==> config.mk <==
export PLATFORM = sky130hd
export DESIGN_NAME = mult_div
export DESIGN_NICKNAME = d
export VERILOG_FILES = /design/src/rtl/mult_div_pkg.sv /design/src/rtl/mult_div_addsub33.sv /design/src/rtl/mult_div.sv
export SDC_FILE = /design/constraint.sdc
export NUM_CORES = 1
export LEC_CHECK = 0
export ABC_AREA = 1
export BUFFER_PORTS_ARGS = -buffer_cell sky130_fd_sc_hd__buf_4
export CAP_MARGIN = 20
export CORE_AREA = 2 2 187 207
export CTS_CLUSTER_SIZE = 8
export DETAILED_ROUTE_END_ITERATION = 7
export DIE_AREA = 0 0 189 209
export HOLD_SLACK_MARGIN = 0.06
export PLACE_DENSITY_LB_ADDON = 0.3
export SYNTH_ARGS = -nofsm -noshare
export SYNTH_HDL_FRONTEND = slang
export SYNTH_HIERARCHICAL = 1
export SYNTH_SLANG_ARGS = --single-unit
==> constraint.sdc <==
create_clock -name clk -period 8.83 [get_ports clk]
set_clock_uncertainty 0.05 [all_clocks]
set_input_delay 0.4415 -clock clk [delete_from_list [all_inputs] [get_ports clk]]
set_output_delay 0.4415 -clock clk [all_outputs]
set_load 0.005 [all_outputs]
==> src/rtl/mult_div_pkg.sv <==
// mult_div_pkg: shared width, iteration count, FSM encoding and magnitude helper for mult_div.
package mult_div_pkg;
  localparam int WIDTH = 32;
  localparam int ITERATIONS = 32;
  localparam logic [1:0] IDLE = 2'd0;
  localparam logic [1:0] MULT = 2'd1;
  localparam logic [1:0] DIV = 2'd2;
  localparam logic [1:0] DONE = 2'd3;
  function automatic logic [31:0] mag(input logic [31:0] x);
    return x[31] ? -x : x;
  endfunction
endpackage

==> src/rtl/mult_div_addsub33.sv <==
// addsub33: 33-bit combinational adder/subtractor shared by multiply-add and divide trial-subtract.
module addsub33 (
  input  logic [32:0] i_a,
  input  logic [32:0] i_b,
  input  logic        i_sub,
  output logic [32:0] o_sum
);
  assign o_sum = i_sub ? i_a - i_b : i_a + i_b;
endmodule

==> src/rtl/mult_div.sv <==
// mult_div: iterative signed 32-bit multiply (low word) and divide (quotient), 33-cycle latency.
module mult_div import mult_div_pkg::*; #(
  parameter int WIDTH = 32
) (
  input  logic             clk,
  input  logic             clr_n,
  input  logic             ctrl_mult,
  input  logic             ctrl_div,
  input  logic [WIDTH-1:0] operand_a,
  input  logic [WIDTH-1:0] operand_b,
  output logic [WIDTH-1:0] result,
  output logic             exception,
  output logic             result_rdy,
  output logic             busy
);
  logic [1:0]  r_state;
  logic [5:0]  r_cnt;
  logic [63:0] r_acc;
  logic [31:0] r_m;
  logic        r_neg;
  logic        w_mul, w_start, w_ge, w_dz, w_exc;
  logic [32:0] w_a, w_sum, w_t;
  logic [63:0] w_next, w_prod;
  logic [31:0] w_quo, w_res;

  assign busy = r_state == MULT || r_state == DIV;
  assign result_rdy = r_state == DONE;
  assign w_mul = r_state == MULT;
  assign w_start = (ctrl_mult || ctrl_div) && !busy;
  // multiply: r_acc = {partial sum, multiplier}; divide: r_acc = {remainder, dividend -> quotient}
  assign w_a = w_mul ? {1'b0, r_acc[63:32]} : r_acc[63:31];
  addsub33 u_addsub (
    .i_a  (w_a),
    .i_b  ({1'b0, r_m}),
    .i_sub(!w_mul),
    .o_sum(w_sum)
  );
  assign w_ge = !w_sum[32];
  assign w_t = r_acc[0] ? w_sum : {1'b0, r_acc[63:32]};
  assign w_next = w_mul ? {w_t, r_acc[31:1]} : {w_ge ? w_sum[31:0] : w_a[31:0], r_acc[30:0], w_ge};
  assign w_prod = r_neg ? -r_acc : r_acc;
  assign w_quo = r_neg ? -r_acc[31:0] : r_acc[31:0];
  assign w_dz = r_m == '0;
  assign w_res = w_mul ? w_prod[31:0] : (w_dz ? '0 : w_quo);
  assign w_exc = w_mul ? r_acc > (r_neg ? 64'h8000_0000 : 64'h7fff_ffff) : w_dz || (!r_neg && r_acc[31]);

  always_ff @(posedge clk or negedge clr_n) begin
    if (!clr_n) begin
      r_state <= IDLE;
      r_cnt <= '0;
      r_acc <= '0;
      r_m <= '0;
      r_neg <= 1'b0;
      result <= '0;
      exception <= 1'b0;
    end else if (w_start) begin
      r_state <= ctrl_mult ? MULT : DIV;
      r_cnt <= '0;
      r_acc <= {32'd0, mag(ctrl_mult ? operand_b : operand_a)};
      r_m <= mag(ctrl_mult ? operand_a : operand_b);
      r_neg <= operand_a[31] ^ operand_b[31];
    end else if (busy) begin
      if (r_cnt != 6'(ITERATIONS)) begin
        r_cnt <= r_cnt + 6'd1;
        r_acc <= w_next;
      end else begin
        r_state <= DONE;
        result <= w_res;
        exception <= w_exc;
      end
    end else begin
      r_state <= IDLE;
    end
  end
endmodule
==> impl_results.md <==
* Clk pin slew, worst setup/hold paths at 60 ps
* Fin crit share at 53.6%
* R2R setup slack at 4100 ps
* Hold Path Origin: operand_a[0]
* Slowest-stage cell, CP: inv_1
* Vias in the first global route at 14.9k
* Hold endpoint: r_m[0]
* Worst slew margin at 30.6%
* Num Clock Sinks at 138
* Overall global routing resource usage at 24.4%
* Worst-case reg-to-reg path depth at 25
* Cell count after synthesis at 2456
* Share of the synthesized area in the top cell type at 23.4%
* Crit-path max FO at 47
* Max Cap Viol at 0
* Worst hold path stage count at 3
* Routed WL at 48.4 mm
* Clock latency on the worst-skew pair at 450 ps
* Die height at 209 um
* Global-route wire length before repair at 77.5 mm
* Root buffer cell: clkbuf_16
* Post-synth top area cell: dfrtp_1
* Area Overhead vs Synth at 11.6%
* RR Endpoint: r_acc[0]
* IO Count at 103
* Status: finished clean
* Layout cells sized above 1 at 8.95%
* Remaining Overflow, GRT at 0
* Initial antenna violation count at 0
* Setup TNS at 0 ps
* Max Transition Viols Final at 0
* Residual DRC at 0
* Antenna Cells at 0
* CTS Buf Count at 17
* CP required at 9070 ps
* Critical Path Source Type: register
* Die width at 189 um
* Endpoints failing hold at 0
* DR pass1 iterations at 7
* Max Fclk at 211 MHz
* Area contributors post-synth: dfrtp_1, nand2_1, inv_1, o21ai_0, ha_1
* Hold WC Path Type: primary input to register
* DP HPWL at 37.9 mm
* Number of DRC markers in iteration 0 at 1215
* Clock buffer depth at 2
* Post-synth ARST share at 100%
* Starting Density at 39.2%
* Drt via density at 5.33
* Cell mode on critical path: nand2_1
* Antenna Nets Post-Route at 0
* Worst Path Arrival at 4970 ps
* WL/cell at 16.1 um
* CP peak stage delay at 530 ps
* Mapped Area at 0.0147 mm2
* Vias at 16.1k
* Core Rows at 75
* RSZ-0062 raised after global routing: no
* Worst-Margin Slew at 1040 ps
* Pin count of the biggest net entering global routing at 91
* RR Startpoint: r_state[1]
* YS warnings at 6
* Post-Syn Area per Cell at 6.00 um2
* IO Port Bufs at 102
* # setup viols final at 0
* H-tree depth at 4
* Core area at 0.0376 mm2
* Resize count post-CTS at 0
* Yosys cell types at 51
* Primary FF master, synth: dfrtp_1
* Post-synth EDFFs at 0
* Syn Nets at 2597
* Clock tree from TritonCTS: built
* Layout filler cell count at 4031
* Final min period at 4730 ps
* Die Area at 0.0395 mm2
* Nets at 2641
* Sequential element share of the synthesized area at 23.4%
* Crit. End Element: register
* Placer Congestion at 0.957
* Seq cells post-synth at 138
* Setup CP Type: register to register
synthesized netlist by cell type, drive strengths merged, types with 2 or more instances:
cell    number
a21o         2
a21oi      119
a22oi        8
a31oi       23
buf         39
clkbuf      55
dfrtp      138
ha          72
inv        324
nand2      797
nand3      126
nand3b       2
nand4       39
nor2       263
nor3        17
nor4         3
o211ai      11
o21a         8
o21ai      244
o21bai       5
o221ai      33
o22ai       33
o31ai        5
or2          4
xnor2        8
xor2        70
cell usage in the layout (no fill, tap or decap), drive strengths merged, types with 11 or more instances in the layout:
cell type,instances
nand2,797
inv,330
nor2,263
o21ai,244
dfrtp,138
nand3,126
a21oi,119
buf,118
ha,72
xor2,70
nand4,39
o221ai,33
o22ai,33
a31oi,23
clkbuf,18
nor3,17
o211ai,11
layer usage:
layer  part of all wire, %  vias to the layer above  track usage, %
li1                      -                     8078               -
met1                    44                     7398            31.7
met2                    47                      509            41.0
met3                   5.5                       78            2.75
met4                   3.6                        0            10.5
met5                     0                        -               0
sequential cells by signal, summed over array words and instances, names as in the netlist:
register and count:
exception 1, r_acc 64, r_cnt 6, r_m 32
r_neg 1, r_state 2, result 32
metrics by stage:
| step | hold WS [ps] | setup WS, ps | cells | util [%] | area (um2) |
|---|---|---|---|---|---|
| after CTS | 376 | 4200 | 3012 | 43.6 | 16400 |
| final | 386 | 4100 | 3013 | 43.7 | 16400 |
| after floorplan | 95.9 | 5170 | 2456 | - | 14700 |
| after global placement | 414 | 4020 | 2977 | 42.0 | 15800 |
| after detailed placement | 417 | 4220 | 2979 | 42.1 | 15800 |
| after global routing | 425 | 3610 | 3013 | 43.7 | 16400 |
area by class of cell:
type | instances | area (um2) | share of cell area, %
multi-input cells | 1899 | 9630 | 58.6
inverters | 325 | 1220 | 7.42
repair buffers | 119 | 947 | 5.76
well taps | 500 | 626 | 3.80
flip-flops and latches | 138 | 3450 | 21.0
clock inverters | 14 | 138 | 0.837
clock buffers | 18 | 429 | 2.61
worst max-delay path: cells and delay by family, from the launching register on:
kind            cells  cell delay [ps]
simple gates       10             1520
fa+ha+maj           2              790
xor+xnor            1              160
compound gates      3              380
flops               1              380
buf+inv             9             1260
worst max path at each step:
| stage | startpoint | endpoint | slack [ps] | cells after the start |
|---|---|---|---|---|
| after global routing | r_state[1] | r_acc[0] | 3610 | 25 |
| final | r_state[1] | r_acc[0] | 4100 | 25 |
| after CTS | r_state[1] | r_acc[0] | 4200 | 25 |
| after floorplan | r_state[0] | r_acc[33] | 5170 | 25 |
| after global placement | r_state[1] | r_acc[0] | 4020 | 24 |
| after detailed placement | r_state[1] | r_acc[0] | 4220 | 25 |
repair_timing:
item                      in CTS  in global routing
hold endpoints to repair       9                  0
hold buffers                   1                  0
buffers inserted               0                  0
logic make-up after synthesis:
family | count (synthesis) | synth area share (%)
compound gates | 493 | 19.1
xor+xnor | 78 | 4.63
fa+ha+maj | 73 | 6.25
buf+inv | 419 | 11.4
flops | 138 | 23.4
other cells | 1 | 0.0254
simple gates | 1254 | 35.2
Power is left out: the tool's default activity adds up to more than one toggle a clock period on the data nets, which glitch-free logic cannot reach.
